$ cat config.mk
export PLATFORM = sky130hd
export DESIGN_NAME = hsm_host_link_flat
export DESIGN_NICKNAME = d
export VERILOG_FILES = /design/src/rtl/hsm_host_link_if.sv /design/src/rtl/hsm_host_link.sv /design/src/flat_wrapper.sv
export SDC_FILE = /design/constraint.sdc
export NUM_CORES = 1
export LEC_CHECK = 0
export BUFFER_PORTS_ARGS = -buffer_cell sky130_fd_sc_hd__buf_2
export CELL_PAD_IN_SITES_DETAIL_PLACEMENT = 0
export CELL_PAD_IN_SITES_GLOBAL_PLACEMENT = 1
export CORE_ASPECT_RATIO = 1.75
export CORE_MARGIN = 5
export CORE_UTILIZATION = 42
export CTS_BUF_LIST = sky130_fd_sc_hd__clkbuf_8
export DETAILED_ROUTE_END_ITERATION = 12
export GPL_TIMING_DRIVEN = 0
export PLACE_DENSITY = 0.81
export SLEW_MARGIN = 40
export SYNTH_ARGS = -nofsm -noshare
export SYNTH_HDL_FRONTEND = slang
export SYNTH_SLANG_ARGS = --single-unit
$ cat constraint.sdc
create_clock -name clk -period 5.8 [get_ports clk]
set_input_delay 0.58 -clock clk [delete_from_list [all_inputs] [get_ports clk]]
set_output_delay 0.58 -clock clk [all_outputs]
set_load 0.1 [all_outputs]
$ cat src/rtl/hsm_host_link_if.sv
// Host link bundle: session control, device UART/power pins, and the
// valid/ready byte streams toward host logic. The link endpoint uses the
// slave view; whoever drives the device pins and byte streams uses master.
interface hsm_host_link_if;
  logic       session_en;
  logic       session_active;
  logic       wake_fail;
  logic       dev_rx;
  logic       dev_cts;
  logic       dev_tx;
  logic       dev_rts;
  logic [7:0] tx_data;
  logic       tx_valid;
  logic       tx_ready;
  logic [7:0] rx_data;
  logic       rx_valid;
  logic       rx_ready;
  logic       rx_overrun;
  logic       rx_frame_err;

  modport slave (
    input  session_en, dev_tx, dev_rts, tx_data, tx_valid, rx_ready,
    output session_active, wake_fail, dev_rx, dev_cts, tx_ready,
           rx_data, rx_valid, rx_overrun, rx_frame_err
  );

  modport master (
    output session_en, dev_tx, dev_rts, tx_data, tx_valid, rx_ready,
    input  session_active, wake_fail, dev_rx, dev_cts, tx_ready,
           rx_data, rx_valid, rx_overrun, rx_frame_err
  );
endinterface

$ cat src/rtl/hsm_host_link.sv
// Host-side endpoint of the HSM UART/power link: wakes the device via cts,
// waits for rts, then runs a flow-controlled 8N1 byte link in both directions.
module hsm_host_link #(
  parameter int CLKS_PER_BIT = 16,
  parameter int WAKE_TIMEOUT = 1024
) (
  input  logic            clk,
  input  logic            resetn,
  hsm_host_link_if.slave  link
);

  localparam int CW = $clog2(CLKS_PER_BIT + 1);
  localparam int WW = $clog2(WAKE_TIMEOUT + 1);
  localparam logic [CW-1:0] BIT_LAST  = CW'(CLKS_PER_BIT - 1);
  localparam logic [CW-1:0] HALF_LAST = CW'(CLKS_PER_BIT / 2 - 1);
  localparam logic [WW-1:0] WAKE_LAST = WW'(WAKE_TIMEOUT - 1);

  typedef enum logic [1:0] {S_IDLE, S_WAKE, S_ACTIVE, S_DRAIN} state_t;
  typedef enum logic [1:0] {R_IDLE, R_START, R_DATA, R_WAITHI} rx_st_t;

  // ---------------------------------------------------------------------
  // Declarations
  // ---------------------------------------------------------------------
  state_t          state_q;
  logic [WW-1:0]   wake_cnt_q;
  logic            dev_cts_q, session_active_q, wake_fail_q;

  logic            tx_s1_q, tx_s2_q, tx_s3_q;
  logic            rts_s1_q, rts_s2_q;
  logic            rxd, rxd_fall;

  logic            tx_busy_q;
  logic [8:0]      tx_shift_q;
  logic [CW-1:0]   tx_cnt_q;
  logic [3:0]      tx_bit_q;
  logic            dev_rx_q;
  logic            tx_ready, tx_accept;

  rx_st_t          rx_st_q;
  logic [CW-1:0]   rx_cnt_q;
  logic [3:0]      rx_bit_q;
  logic [7:0]      rx_shift_q;
  logic            rx_en, rx_idle, stop_ok, stop_bad;
  logic            rx_valid_q, rx_valid_d;
  logic [7:0]      rx_data_q, rx_data_d;
  logic            rx_ovr_q, rx_ovr_d;
  logic            rx_fe_q, rx_fe_d;

  // ---------------------------------------------------------------------
  // Synchronizers
  // ---------------------------------------------------------------------
  // Two-flop sync on both device inputs; tx gets a third flop for edge detect
  always_ff @(posedge clk) begin
    if (!resetn) begin
      tx_s1_q  <= 1'b1;
      tx_s2_q  <= 1'b1;
      tx_s3_q  <= 1'b1;
      rts_s1_q <= 1'b1;
      rts_s2_q <= 1'b1;
    end else begin
      tx_s1_q  <= link.dev_tx;
      tx_s2_q  <= tx_s1_q;
      tx_s3_q  <= tx_s2_q;
      rts_s1_q <= link.dev_rts;
      rts_s2_q <= rts_s1_q;
    end
  end

  assign rxd      = tx_s2_q;
  assign rxd_fall = tx_s3_q & ~tx_s2_q;

  // ---------------------------------------------------------------------
  // Session FSM
  // ---------------------------------------------------------------------
  // cts is registered from the next state so it tracks the state change
  // on the same edge; in ACTIVE/DRAIN it mirrors the next holding-reg state.
  always_ff @(posedge clk) begin
    if (!resetn) begin
      state_q          <= S_IDLE;
      wake_cnt_q       <= '0;
      dev_cts_q        <= 1'b1;
      session_active_q <= 1'b0;
      wake_fail_q      <= 1'b0;
    end else begin
      wake_fail_q <= 1'b0;
      case (state_q)
        S_IDLE: begin
          dev_cts_q        <= 1'b1;
          session_active_q <= 1'b0;
          if (link.session_en) begin
            state_q    <= S_WAKE;
            wake_cnt_q <= '0;
            dev_cts_q  <= 1'b0;
          end
        end
        S_WAKE: begin
          // Device readiness beats both cancel and timeout
          if (!rts_s2_q) begin
            state_q          <= S_ACTIVE;
            session_active_q <= 1'b1;
            dev_cts_q        <= rx_valid_d;
          end else if (!link.session_en) begin
            state_q   <= S_IDLE;
            dev_cts_q <= 1'b1;
          end else if (wake_cnt_q == WAKE_LAST) begin
            state_q     <= S_IDLE;
            dev_cts_q   <= 1'b1;
            wake_fail_q <= 1'b1;
          end else begin
            wake_cnt_q <= wake_cnt_q + 1'b1;
          end
        end
        S_ACTIVE: begin
          dev_cts_q <= rx_valid_d;
          if (!link.session_en) begin
            state_q          <= S_DRAIN;
            session_active_q <= 1'b0;
          end
        end
        S_DRAIN: begin
          dev_cts_q <= rx_valid_d;
          if (!tx_busy_q && rx_idle) begin
            state_q   <= S_IDLE;
            dev_cts_q <= 1'b1;
          end
        end
        default: begin
          state_q   <= S_IDLE;
          dev_cts_q <= 1'b1;
        end
      endcase
    end
  end

  // ---------------------------------------------------------------------
  // Transmitter
  // ---------------------------------------------------------------------
  // rts only gates the start of a frame; a frame in flight always completes
  assign tx_ready  = (state_q == S_ACTIVE) && !tx_busy_q && !rts_s2_q;
  assign tx_accept = link.tx_valid && tx_ready;

  // Shift out start, 8 data bits LSB first, stop; each held CLKS_PER_BIT cycles
  always_ff @(posedge clk) begin
    if (!resetn) begin
      tx_busy_q  <= 1'b0;
      tx_shift_q <= '0;
      tx_cnt_q   <= '0;
      tx_bit_q   <= '0;
      dev_rx_q   <= 1'b1;
    end else if (tx_accept) begin
      tx_busy_q  <= 1'b1;
      tx_shift_q <= {1'b1, link.tx_data};
      tx_cnt_q   <= '0;
      tx_bit_q   <= '0;
      dev_rx_q   <= 1'b0;
    end else if (tx_busy_q) begin
      if (tx_cnt_q == BIT_LAST) begin
        tx_cnt_q <= '0;
        if (tx_bit_q == 4'd9) begin
          tx_busy_q <= 1'b0;
          dev_rx_q  <= 1'b1;
        end else begin
          tx_bit_q   <= tx_bit_q + 1'b1;
          dev_rx_q   <= tx_shift_q[0];
          tx_shift_q <= {1'b1, tx_shift_q[8:1]};
        end
      end else begin
        tx_cnt_q <= tx_cnt_q + 1'b1;
      end
    end
  end

  // ---------------------------------------------------------------------
  // Receiver
  // ---------------------------------------------------------------------
  assign rx_en    = (state_q == S_ACTIVE) || (state_q == S_DRAIN);
  // Waiting for the line to recover after a framing error is not a frame
  assign rx_idle  = (rx_st_q == R_IDLE) || (rx_st_q == R_WAITHI);
  assign stop_ok  = (rx_st_q == R_DATA) && (rx_cnt_q == BIT_LAST) &&
                    (rx_bit_q == 4'd8) && rxd;
  assign stop_bad = (rx_st_q == R_DATA) && (rx_cnt_q == BIT_LAST) &&
                    (rx_bit_q == 4'd8) && !rxd;

  // Frame sampler: mid-start check, then one sample per bit period
  always_ff @(posedge clk) begin
    if (!resetn) begin
      rx_st_q    <= R_IDLE;
      rx_cnt_q   <= '0;
      rx_bit_q   <= '0;
      rx_shift_q <= '0;
    end else if (!rx_en) begin
      rx_st_q  <= R_IDLE;
      rx_cnt_q <= '0;
    end else begin
      case (rx_st_q)
        R_IDLE: begin
          if (rxd_fall) begin
            rx_st_q  <= R_START;
            rx_cnt_q <= '0;
          end
        end
        R_START: begin
          if (rx_cnt_q == HALF_LAST) begin
            rx_cnt_q <= '0;
            rx_bit_q <= '0;
            rx_st_q  <= rxd ? R_IDLE : R_DATA;
          end else begin
            rx_cnt_q <= rx_cnt_q + 1'b1;
          end
        end
        R_DATA: begin
          if (rx_cnt_q == BIT_LAST) begin
            rx_cnt_q <= '0;
            if (rx_bit_q == 4'd8) begin
              rx_st_q <= rxd ? R_IDLE : R_WAITHI;
            end else begin
              rx_shift_q <= {rxd, rx_shift_q[7:1]};
              rx_bit_q   <= rx_bit_q + 1'b1;
            end
          end else begin
            rx_cnt_q <= rx_cnt_q + 1'b1;
          end
        end
        R_WAITHI: begin
          if (rxd) rx_st_q <= R_IDLE;
        end
        default: rx_st_q <= R_IDLE;
      endcase
    end
  end

  // Holding register: a consume on the same cycle frees space for the new byte
  always_comb begin
    rx_valid_d = rx_valid_q;
    rx_data_d  = rx_data_q;
    rx_ovr_d   = 1'b0;
    rx_fe_d    = 1'b0;
    if (rx_valid_q && link.rx_ready) rx_valid_d = 1'b0;
    if (stop_ok) begin
      if (rx_valid_d) begin
        rx_ovr_d = 1'b1;
      end else begin
        rx_valid_d = 1'b1;
        rx_data_d  = rx_shift_q;
      end
    end
    if (stop_bad) rx_fe_d = 1'b1;
  end

  // Holding register and error pulse flops
  always_ff @(posedge clk) begin
    if (!resetn) begin
      rx_valid_q <= 1'b0;
      rx_data_q  <= '0;
      rx_ovr_q   <= 1'b0;
      rx_fe_q    <= 1'b0;
    end else begin
      rx_valid_q <= rx_valid_d;
      rx_data_q  <= rx_data_d;
      rx_ovr_q   <= rx_ovr_d;
      rx_fe_q    <= rx_fe_d;
    end
  end

  // ---------------------------------------------------------------------
  // Outputs
  // ---------------------------------------------------------------------
  assign link.session_active = session_active_q;
  assign link.wake_fail      = wake_fail_q;
  assign link.dev_rx         = dev_rx_q;
  assign link.dev_cts        = dev_cts_q;
  assign link.tx_ready       = tx_ready;
  assign link.rx_data        = rx_data_q;
  assign link.rx_valid       = rx_valid_q;
  assign link.rx_overrun     = rx_ovr_q;
  assign link.rx_frame_err   = rx_fe_q;

endmodule

$ cat src/flat_wrapper.sv
// flat-port wrapper written by rule: the top's interface ports become plain ports
module hsm_host_link_flat 
#(
  parameter int CLKS_PER_BIT = 16,
  parameter int WAKE_TIMEOUT = 1024
)
  (clk, resetn, link_session_en, link_dev_tx, link_dev_rts, link_tx_data, link_tx_valid, link_rx_ready, link_session_active, link_wake_fail, link_dev_rx, link_dev_cts, link_tx_ready, link_rx_data, link_rx_valid, link_rx_overrun, link_rx_frame_err);
  hsm_host_link_if link_i ();
  input  logic clk;
  input  logic resetn;
  input wire logic [$bits(link_i.session_en)-1:0] link_session_en;
  input wire logic [$bits(link_i.dev_tx)-1:0] link_dev_tx;
  input wire logic [$bits(link_i.dev_rts)-1:0] link_dev_rts;
  input wire logic [$bits(link_i.tx_data)-1:0] link_tx_data;
  input wire logic [$bits(link_i.tx_valid)-1:0] link_tx_valid;
  input wire logic [$bits(link_i.rx_ready)-1:0] link_rx_ready;
  output wire logic [$bits(link_i.session_active)-1:0] link_session_active;
  output wire logic [$bits(link_i.wake_fail)-1:0] link_wake_fail;
  output wire logic [$bits(link_i.dev_rx)-1:0] link_dev_rx;
  output wire logic [$bits(link_i.dev_cts)-1:0] link_dev_cts;
  output wire logic [$bits(link_i.tx_ready)-1:0] link_tx_ready;
  output wire logic [$bits(link_i.rx_data)-1:0] link_rx_data;
  output wire logic [$bits(link_i.rx_valid)-1:0] link_rx_valid;
  output wire logic [$bits(link_i.rx_overrun)-1:0] link_rx_overrun;
  output wire logic [$bits(link_i.rx_frame_err)-1:0] link_rx_frame_err;
  assign link_i.session_en = link_session_en;
  assign link_i.dev_tx = link_dev_tx;
  assign link_i.dev_rts = link_dev_rts;
  assign link_i.tx_data = link_tx_data;
  assign link_i.tx_valid = link_tx_valid;
  assign link_i.rx_ready = link_rx_ready;
  assign link_session_active = link_i.session_active;
  assign link_wake_fail = link_i.wake_fail;
  assign link_dev_rx = link_i.dev_rx;
  assign link_dev_cts = link_i.dev_cts;
  assign link_tx_ready = link_i.tx_ready;
  assign link_rx_data = link_i.rx_data;
  assign link_rx_valid = link_i.rx_valid;
  assign link_rx_overrun = link_i.rx_overrun;
  assign link_rx_frame_err = link_i.rx_frame_err;
  hsm_host_link #(.CLKS_PER_BIT(CLKS_PER_BIT), .WAKE_TIMEOUT(WAKE_TIMEOUT)) u_core (.clk(clk), .resetn(resetn), .link(link_i));
endmodule
==> results.yml <==
clock_tree:
  cts_max_level: 3
  clkSinkCount: 71
  holdBufCountCts: 0
  postCtsSetupBuffers: 0
  clk_transition_reported_paths_ps: 80
  cts_buffers: 9
  root_buffer: "clkbuf_8"
  clk_latency_ps: 340
  clock_path_buffers: 2
  tritoncts: "built"
  cts.repair.resized: 0
timing:
  fin_ws_ps: 3590
  finalCritPeriodShare_pct: 38.1
  grt_setup_unrepaired: "false"
  clock-skew-final_ps: 4.48
  setup_viol: 0
  slew_violations: 0
  fmax_mhz: 453
  fin_crit_ps: 2210
  fin_setup_tns_ps: 0
  slew_headroom_pct: 60.7
  tightest_slew_ps: 585
  hold_viol_final: 0
place:
  port_buffers: 29
  detailed_place_hpwl_mm: 5.07
  gp_congestion: 0.822
  place_ws_ps: 3400
  placed_area_um2: 3580
grt:
  antenna_found_initial: 0
  grt_usage_pct: 14.5
  grt_pass1_wl_mm: 11.7
  grt_pass1_vias: 2650
  grt_max_degree: 14
  overflow: 0
synthesis:
  avgSynthCellArea_um2: 9.20
  synth_top_cell_by_area: "dfxtp_1"
  ys_seq_area_share_pct: 42.8
  synth.area.mux_share_pct: 8.21
  synth_area_leaders: "dfxtp_1, mux2i_1, ha_1"
  synth-seq-cells: 71
  synthArstFlopShare_pct: 0
  yosys_warnings: 0
  synth_compound_area_share_pct: 15.3
  netlist.area_leader.share_pct: 42.8
  synthFlopType: "dfxtp_1"
  syn_inst: 361
  synth_cell_types: 65
  syn-cell-area_um2: 3320
  synth_edf_count: 0
  yosys.area_share.simple_pct: 23.9
  syn_nets: 389
  synth_xor_area_share_pct: 1.06
  synthAdderAreaFrac_pct: 4.90
  synth_top_family_by_area: "simple AND/OR/NAND/NOR gates"
setup_path:
  path_class: "register to output port"
  cp_cell_sequence: "buf_6, nor4b_2, buf_2"
  crit_path_end_kind: "output port"
  critPathRequiredTime_ps: 5220
  worstPathMaxFanout: 10
  cpMaxStageDelayCell: "buf_2"
  rr_startpoint: "u_core.rx_cnt_q[0]"
  regToRegSetupSlack_ps: 3610
  start_kind: "register"
  crit_arrival_ps: 1630
  cp_slowest_stage_delay_ps: 490
  r2r-end: "u_core.link.rx_data[5]"
  r2r_cells: 7
routing:
  routed_via_density: 5.45
  antenna_left: 0
  wl_per_cell_um: 13.6
  num_vias: 2701
  drt_iter0_drc: 151
  first_pass_iters: 4
  wirelength_mm: 6.76
  drc: 0
finish:
  antennaDiodeCount: 0
  final_area_um2: 3790
  nets: 429
  final_cell_mix: "dfxtp_1, nor2_1, buf_2"
  nFillCells: 740
  final_common_cell: "dfxtp_1"
  drive_above_1_share_pct: 16.3
  area_growth_pct: 14.1
min_path:
  hp-class: "primary input to register"
  hold_start: "link_dev_rts"
  hold-path-endpoint: "u_core.rts_s1_q"
  hold_depth: 2
die:
  die_area_um2: 9850
  io_pins: 31
  core_um2: 7800
  initial_core_util_pct: 42.6
  die_w_um: 77.2
  rows: 43
  die_h_um: 128
pwr:
  p_leak_nw: 1.34
  p_per_area_nw_per_um2: 250
  ir_worst_vdd_uv: 257
outcome:
  status: "finished clean"
job:
  cap_viol_max_count: 0
[cells in the mapped netlist, drive strengths merged, types with 2 or more instances]
library cell / number
and3: 6
a21oi: 28
xnor2: 3
nand4: 8
nor2: 37
nand3b: 7
nand2b: 8
nand4bb: 2
nor3: 9
nor2b: 5
mux2i: 25
nor4b: 2
o31ai: 7
nand3: 10
o21ai: 19
or4: 3
inv: 14
nor3b: 5
mux2: 2
buf: 6
ha: 13
a31oi: 3
dfxtp: 71
a211oi: 3
and2: 2
a2111o: 2
a21o: 4
nand2: 23
or3: 2
clkbuf: 7
o2111ai: 2
o211ai: 3
[worst max-delay path: cells and delay by family (launching register included)]
family,cells,cell delay (ps)
AND/OR/NAND/NOR,1,300
buffers and inverters,2,640
flip-flops,1,350
[how the worst max path moves through the flow]
stage,slack [ps],endpoint,from
after CTS,3380,u_core.link.rx_data[5],u_core.rx_cnt_q[0]
final,3590,link_tx_ready,u_core.state_q[0]
after global routing,3420,u_core.link.rx_data[5],u_core.rx_cnt_q[0]
after global placement,3450,u_core.link.rx_data[6],u_core.rx_cnt_q[0]
after detailed placement,3400,u_core.link.rx_data[5],u_core.rx_cnt_q[0]
after floorplan,2490,u_core.tx_shift_q[0],u_core.state_q[0]
[layer usage]
metal  part of all wire [%]  up-vias  track usage (%)
li1                       -     1389                -
met1                     42     1248             16.1
met2                     51       52             25.6
met3                    4.4       12             3.74
met4                    2.3        0             6.48
met5                      0        -                0
[report_power, final]
group	internal, mW	switching [mW]
clock	0.212	0.189
sequential	0.492	0.00430
combinational	0.0184	0.0318
[per-stage QoR]
stage | power [mW] | hold slack (ps) | utilization [%] | std cells
2_1_floorplan | 0.543 | 386 | - | 361
4_1_cts | 0.964 | 388 | 48.5 | 496
3_5_place_dp | 0.559 | 397 | 45.9 | 480
3_3_place_gp | 0.558 | 387 | 45.9 | 480
6_report | 0.948 | 408 | 48.6 | 496
5_1_grt | 0.994 | 404 | 48.6 | 496
[cells by family (layout without fill, tap and decap cells)]
kind of cell / after synthesis / after routing
xor+xnor: 4 / 4
simple gates: 138 / 138
mux: 27 / 27
compound gates: 80 / 80
fa+ha+maj: 13 / 13
flops: 71 / 71
buf+inv: 28 / 73
[final cells by class]
class / instances / area, µm² / share of cell area [%]
clock buffers: 10 / 138 / 3.63
inverters: 15 / 56.3 / 1.49
clock inverters: 6 / 67.6 / 1.78
well taps: 90 / 113 / 2.97
multi-input cells: 262 / 1780 / 46.8
plain buffers: 13 / 73.8 / 1.95
flip-flops and latches: 71 / 1420 / 37.5
repair buffers: 29 / 145 / 3.83
[state kept, by name (all words and copies together) (netlist names), 2 cells and up, named ones only]
name / cells
u_core.rx_shift_q: 8
u_core.rx_cnt_q: 5
u_core.tx_cnt_q: 5
u_core.tx_shift_q: 9
u_core.tx_bit_q: 4
u_core.rx_st_q: 2
u_core.wake_cnt_q: 11
u_core.link.rx_data: 8
u_core.rx_bit_q: 4
Power figures use the tool's default switching activity.
